[config.mk]
export PLATFORM = sky130hd
export DESIGN_NAME = spi_slave_fsm
export DESIGN_NICKNAME = d
export VERILOG_FILES = /design/src/rtl/spi_slave_fsm.sv
export SDC_FILE = /design/constraint.sdc
export NUM_CORES = 1
export LEC_CHECK = 0
export CAP_MARGIN = 20
export CORE_MARGIN = 3
export CORE_UTILIZATION = 50
export CTS_BUF_LIST = sky130_fd_sc_hd__clkbuf_8
export DETAILED_ROUTE_END_ITERATION = 7
export GPL_TIMING_DRIVEN = 0
export PLACE_DENSITY = 0.87
export SLEW_MARGIN = 20
export SYNTH_ARGS = -nofsm -noshare
export SYNTH_HDL_FRONTEND = slang
export SYNTH_SLANG_ARGS = --single-unit
[constraint.sdc]
create_clock -name clk -period 1.73 [get_ports clk]
set_input_delay 0.173 -clock clk [delete_from_list [all_inputs] [get_ports clk]]
set_output_delay 0.173 -clock clk [all_outputs]
set_load 0.005 [all_outputs]
[src/rtl/spi_slave_fsm.sv]
// SPI slave front end for the single-port RAM: deserialises {cmd, payload}
// frames from MOSI and serialises RAM read data back onto MISO.
module spi_slave_fsm #(
  parameter int ADDR_W = 8
) (
  input  logic              clk,
  input  logic              rst_n,
  input  logic              SS_n,
  input  logic              MOSI,
  output logic              MISO,
  output logic [ADDR_W+1:0] rx_data,
  output logic              rx_valid,
  input  logic [ADDR_W-1:0] tx_data,
  input  logic              tx_valid
);

  localparam int FRAME_W = ADDR_W + 2;
  localparam int CNT_W   = $clog2(FRAME_W + 1);
  localparam int TXC_W   = $clog2(ADDR_W + 1);
  localparam logic [CNT_W-1:0] CNT_FULL = CNT_W'(FRAME_W);
  localparam logic [TXC_W-1:0] TX_LAST  = TXC_W'(ADDR_W);

  typedef enum logic [2:0] {
    IDLE,
    CHK_CMD,
    WRITE,
    READ_ADD,
    READ_DATA
  } state_t;

  state_t               state_q, state_d;
  logic [CNT_W-1:0]     cnt_q, cnt_d;
  logic [FRAME_W-1:0]   shift_q, shift_d;
  logic [FRAME_W-1:0]   rx_data_q, rx_data_d;
  logic                 rx_valid_q, rx_valid_d;
  logic                 rd_addr_done_q, rd_addr_done_d;
  logic                 frame_done_q, frame_done_d;
  logic                 miso_q, miso_d;
  logic [ADDR_W-1:0]    tx_sr_q, tx_sr_d;
  logic [TXC_W-1:0]     tx_cnt_q, tx_cnt_d;

  always_comb begin
    state_d        = state_q;
    cnt_d          = cnt_q;
    shift_d        = shift_q;
    rx_data_d      = rx_data_q;
    rx_valid_d     = 1'b0;
    rd_addr_done_d = rd_addr_done_q;
    frame_done_d   = frame_done_q;
    miso_d         = miso_q;
    tx_sr_d        = tx_sr_q;
    tx_cnt_d       = tx_cnt_q;

    if (state_q != IDLE && SS_n) begin
      // Frame abort: rx_data and rd_addr_done deliberately survive.
      state_d      = IDLE;
      cnt_d        = '0;
      shift_d      = '0;
      frame_done_d = 1'b0;
      miso_d       = 1'b0;
      tx_sr_d      = '0;
      tx_cnt_d     = '0;
    end else begin
      case (state_q)
        IDLE: begin
          if (!SS_n) state_d = CHK_CMD;
        end
        CHK_CMD: begin
          shift_d = {shift_q[FRAME_W-2:0], MOSI};
          cnt_d   = CNT_W'(1);
          if (!MOSI)               state_d = WRITE;
          else if (rd_addr_done_q) state_d = READ_DATA;
          else                     state_d = READ_ADD;
        end
        WRITE, READ_ADD, READ_DATA: begin
          if (!frame_done_q) begin
            if (cnt_q != CNT_FULL) begin
              shift_d = {shift_q[FRAME_W-2:0], MOSI};
              cnt_d   = cnt_q + CNT_W'(1);
            end else begin
              rx_data_d    = shift_q;
              rx_valid_d   = 1'b1;
              frame_done_d = 1'b1;
              case (shift_q[FRAME_W-1 -: 2])
                2'b10:   rd_addr_done_d = 1'b1;
                2'b11:   rd_addr_done_d = 1'b0;
                default: rd_addr_done_d = rd_addr_done_q;
              endcase
            end
          end else if (state_q == READ_DATA) begin
            // tx_cnt_q == 0 means serialisation has not yet been started.
            if (tx_cnt_q == '0) begin
              if (tx_valid) begin
                miso_d   = tx_data[ADDR_W-1];
                tx_sr_d  = tx_data << 1;
                tx_cnt_d = TXC_W'(1);
              end
            end else if (tx_cnt_q != TX_LAST) begin
              miso_d   = tx_sr_q[ADDR_W-1];
              tx_sr_d  = tx_sr_q << 1;
              tx_cnt_d = tx_cnt_q + TXC_W'(1);
            end else begin
              miso_d = 1'b0;
            end
          end
        end
        default: state_d = IDLE;
      endcase
    end
  end

  always_ff @(posedge clk or negedge rst_n) begin
    if (!rst_n) begin
      state_q        <= IDLE;
      cnt_q          <= '0;
      shift_q        <= '0;
      rx_data_q      <= '0;
      rx_valid_q     <= 1'b0;
      rd_addr_done_q <= 1'b0;
      frame_done_q   <= 1'b0;
      miso_q         <= 1'b0;
      tx_sr_q        <= '0;
      tx_cnt_q       <= '0;
    end else begin
      state_q        <= state_d;
      cnt_q          <= cnt_d;
      shift_q        <= shift_d;
      rx_data_q      <= rx_data_d;
      rx_valid_q     <= rx_valid_d;
      rd_addr_done_q <= rd_addr_done_d;
      frame_done_q   <= frame_done_d;
      miso_q         <= miso_d;
      tx_sr_q        <= tx_sr_d;
      tx_cnt_q       <= tx_cnt_d;
    end
  end

  assign MISO     = miso_q;
  assign rx_data  = rx_data_q;
  assign rx_valid = rx_valid_q;

endmodule

# After elaboration in Yosys (flattened, before gate mapping)

Index checks and enable logic that the tools add are counted.
Widths: inputs -> output; s select.

Latch bits: 0
Bits in registers: 43
Memories: 0
Memory bits (read-only): 0
RAM bits: 0

$lt $le $gt $ge: 0
Shift operators: 0
Add/sub/neg operators: 2
Equal/unequal tests: 13
Multipliers: 0
Div/mod/pow operators: 0
Bitwise operators: 3
Reductions and logical operators: 17
Muxes and demuxes: 42

Operators by type and width:

| cell                | count |
|---|---|
| $mux 8              | 7 |
| $mux 4              | 10 |
| $mux 10             | 3 |
| $pmux 10 s2         | 1 |
| $mux 1              | 14 |
| $mux 3              | 4 |
| $ne 3x3->1 const B  | 4 |
| $reduce_and 5->1    | 2 |
| $pmux 3 s3          | 1 |
| $reduce_bool 3->1   | 3 |
| $add 4x1->4 const B | 2 |
| $ne 4x4->1 const B  | 2 |
| $pmux 4 s2          | 1 |
| $reduce_and 4->1    | 2 |
| $reduce_bool 2->1   | 4 |
| $eq 3x2->1 const B  | 2 |
| $eq 2x2->1 const B  | 2 |
| $logic_not 4->1     | 1 |
| $eq 3x1->1 const B  | 1 |
| $eq 3x3->1 const B  | 1 |
| $logic_not 3->1     | 1 |
| $not 1->1           | 3 |
| $reduce_and 3->1    | 1 |
| $reduce_or 3->1     | 1 |
| 4 further kinds     | 4 |

# Logic depth before layout (Yosys ltp)

Depth after elaboration: 7
Mapped depth: 7

# Worst setup path before layout

OpenSTA, ideal clock, no wires.

Kind: register -> register
Start: register state_q[0]
End: register rx_data_q[0] (netlist: rx_data[0])
Data arrival time: 1.771 ns
Cell stages (with the launch flop): 5
Setup time: 0.125 ns
Setup slack: -0.165 ns
Data required time: 1.605 ns
Path through: dfrtp_1 -> or3b_4 -> a2111oi_4 -> buf_6 -> mux2_2

Longest elaborated chain between the ends: 4

Ends and longest elaborated chain:

| item                                                               | RTL line | RTL |
|---|---|---|
| start, declared                                                    | 31       | `state_t state_q, state_d;` |
| start signal, assigned                                             | 125      | `state_q <= state_d;` |
| parallel branches: the longest is 3 deep, another holds $eq 3x3->1 | --       |  |
| $reduce_and 4->1 (no source line) *                                | --       |  |
| end signal, assigned                                               | 128      | `rx_data_q <= rx_data_d;` |
| end, declared                                                      | 34       | `logic [FRAME_W-1:0] rx_data_q, rx_data_d;` |

Every way passes the cells marked *.
A chain may end at the register's enable or synchronous reset.

# Final worst setup path

Start: register state_q[1]
End: register rx_data_q[3] (netlist: rx_data[3])

Same word-level chain as after synthesis.

==> impl_results.md <==
* Status: complete, but fails checks
* Failing checks: negative setup slack
* Slowest cell on crit path: a2111oi_4
* Clk slew on worst S/H paths at 0.08 ns
* Synth Flop Type: dfrtp_1
* Fin crit share at 111%
* Crit-path cells: or3b_4 -> a2111oi_4 -> buf_4 -> mux2_4
* EDFF count, synth at 0
* Max_cap viols at 0
* Sequential-to-total area share from yosys stat at 50.8%
* Gpl congestion at a little over 0.8
* Initial drt markers at 102
* Synthesis-to-finish area growth at 37.6%
* Leading area contributor after synthesis: dfrtp_1
* Yosys cell types at 42
* Hold WS at 0.0915 ns
* Die X at 70.3 um
* DR vias at 1636
* # diodes at 0
* Pwr Density at roughly 900 mW/mm^2
* Syn nets at 205
* Ratio of cells with drive above 1 in the final layout at 32.2%
* TritonCTS Buffers at 5
* Initial core utilization at between 50% and 60%
* Hold/Removal Path Class: in -> reg
* Routed length per placed instance at between 15 and 20 um
* XOR/XNOR Fraction of Synth Area at less than 1%
* Final WS setup at -0.196 ns
* Pins Over Slew Limit at 0
* Crit-path max FO at 4
* Filler cell count at 243
* DRC viols at 0
* Mapped cell area at 0.00207 sq mm
* Die H at ~70 um
* Max frequency at ~0.52 GHz
* Commonest non-fill, non-tap cell in the layout: dfrtp_1
* Synth top area share at 50.8%
* Row count at 22
* Final instance area at 0.00284 sq mm
* 1st-pass router iterations at 4
* Clk_skew at roughly 0.0078 ns
* Yosys reg bits at 42
* Setup_tns at -2.69 ns
* Req. time, crit path at 1.91 ns
* Post-Synthesis Cells at 188
* VDD IR max at 0.618 mV
* Pleak at 1.34 nW
* CTS tree: yes
* Worst-Skew Late Latency at 0.30 ns
* Unrepaired setup endpoints after global routing: yes
* Max clock buf depth at 2
* Layout Utilization at 74.3%
* Number of primary I/O pins at 25
* Mux cell area share after synthesis at 13.1%
* Synth async-reset ratio at 100%
* Simple-Gate Fraction of Synth Area at about an eighth
* CP arrival at about 2.1 ns
* Syn_area_per_cell at 11.0 sq um
* Cell Area, Placed at about 0.0024 sq mm
* Slew headroom at 59.7%
* Grt ovf at 0
* Gr usage total at 21.3%
* Final worst path period need at 1.93 ns
* Pwr Total at around 2.6 mW
* Synth area leaders: dfrtp_1, mux2_2, mux2i_1
* HPWL Detailed at 2760 um
* Largest family of logic cells by synthesized area: compound AO/OA/AOI/OAI gates
* Root Driver: clkbuf_8
* Max stage delay on crit path at ~0.46 ns
* Largest net degree at the start of global routing at 23
* Number of global-route vias before repair at 1681
* Die area at 0.00494 sq mm
* Buffers added on ports at 23
* Adder-cell share of the synthesized area at about 2.4%
* Worst Tran Pin Value at 0.600 ns
* Routed WL at 4960 um
* Worst Path Class, Setup: reg -> reg
* Final antenna-violating net count at 0
* Fin. Hold Viols at 0
* H-tree depth at 2
* Initial antenna violation count at 0
* CTS sink count at 42
* Placeable Area at ~0.0038 sq mm
* Count of final setup violators at 23
* Total Nets Final at around 260
* CP Capture Type: flip-flop
* Syn. warnings at 0
* First-pass GRT wire length at 8180 um
* Element type at the critical path start: flip-flop
* Synth Area in Compound Gates at 14.2%
* Commonest non-fill, non-tap cells in the layout: dfrtp_1, clkdlybuf4s50_1, nand2_1, nor2_1, inv_1
* Post-DR vias/cell at 5.64
synthesized netlist by cell type, types with 2 or more instances:
master,instances
a21oi_1,6
a311oi_1,7
buf_4,2
buf_6,2
clkbuf_1,4
dfrtp_1,42
ha_1,4
inv_1,15
mux2_2,16
mux2i_1,9
nand2_1,17
nand2b_1,4
nand3_1,3
nor2_1,17
nor2b_1,2
nor3_1,3
o21ai_0,8
o31ai_1,3
kinds of logic (layout without fill, tap and decap cells):
kind of cell	count (synthesis)	count (layout)
flip-flops	42	42
multiplexers	25	25
adder cells (fa/ha/maj)	4	4
XOR/XNOR	1	1
AND/OR/NAND/NOR	54	54
AO/OA/AOI/OAI	37	37
buffers and inverters	25	79
state kept, by name, indices dropped and copies added (netlist names):
name / cells
MISO: 1
cnt_q: 4
frame_done_q: 1
rd_addr_done_q: 1
rx_data: 10
rx_valid: 1
shift_q: 10
state_q: 3
tx_cnt_q: 4
tx_sr_q: 7
metal layers:
layer  vias to the layer above  routed length, um  track usage, %  part of all wire [%]
met2                        65               2390            33.5                    48
met1                       783               2080            26.7                    42
met5                         -                  0               0                     0
met4                         0                218            10.0                   4.4
met3                        22                271            6.47                   5.5
li1                        766                  -               -                     -
timing repair:
action,4_1_cts,5_1_grt
setup buffers,16,6
hold endpoints to repair,20,0
gates resized for setup,34,20
cloned,2,0
setup endpoints to repair,32,35
hold buffers,1,0
pin swaps,7,10
worst max-delay path, delay by kind of cell (launching register included):
family / cells / cell delay (ns)
DFF: 1 / 0.40
buffers and inverters: 1 / 0.23
AOI/OAI and AO/OA: 1 / 0.46
muxes: 1 / 0.30
and+or+nand+nor: 1 / 0.43
cell type report:
| class | instances | area (sq um) | share of cell area (%) |
|---|---|---|---|
| clock inverters | 2 | 10.0 | 0.352 |
| inverters | 15 | 56.3 | 1.98 |
| repair buffers | 48 | 485 | 17.1 |
| multi-input cells | 121 | 1020 | 36.0 |
| flip-flops and latches | 42 | 1050 | 37.0 |
| plain buffers | 9 | 86.3 | 3.04 |
| clock buffers | 5 | 68.8 | 2.42 |
| well taps | 48 | 60.1 | 2.11 |
metrics by stage:
step                setup WS (ns)  cells
finish                     -0.196    290
detailed placement         -0.302    260
global placement           -0.597    259
CTS                        -0.184    286
floorplan                  -0.112    188
global route               -0.269    290
path summary, 6_finish.rpt:
check	startpoint	endpoint	slack [ns]	cells past startpoint
worst max-delay path	state_q[1]	rx_data[3]	-0.20	4
worst min-delay path	SS_n	state_q[1]	0.09	2
worst max register to register	state_q[1]	rx_data[3]	-0.20	4
worst min register to register	shift_q[8]	rd_addr_done_q	0.48	1
max in group asynchronous	rst_n	shift_q[5]	0.88	3
min in group asynchronous	rst_n	state_q[1]	0.37	2
where the power goes:
part           internal, mW  total (mW)  switching, mW
logic                 0.403       0.750          0.348
clock network         0.271       0.608          0.337
registers              1.11        1.24          0.123
Power figures use the tool's default switching activity.
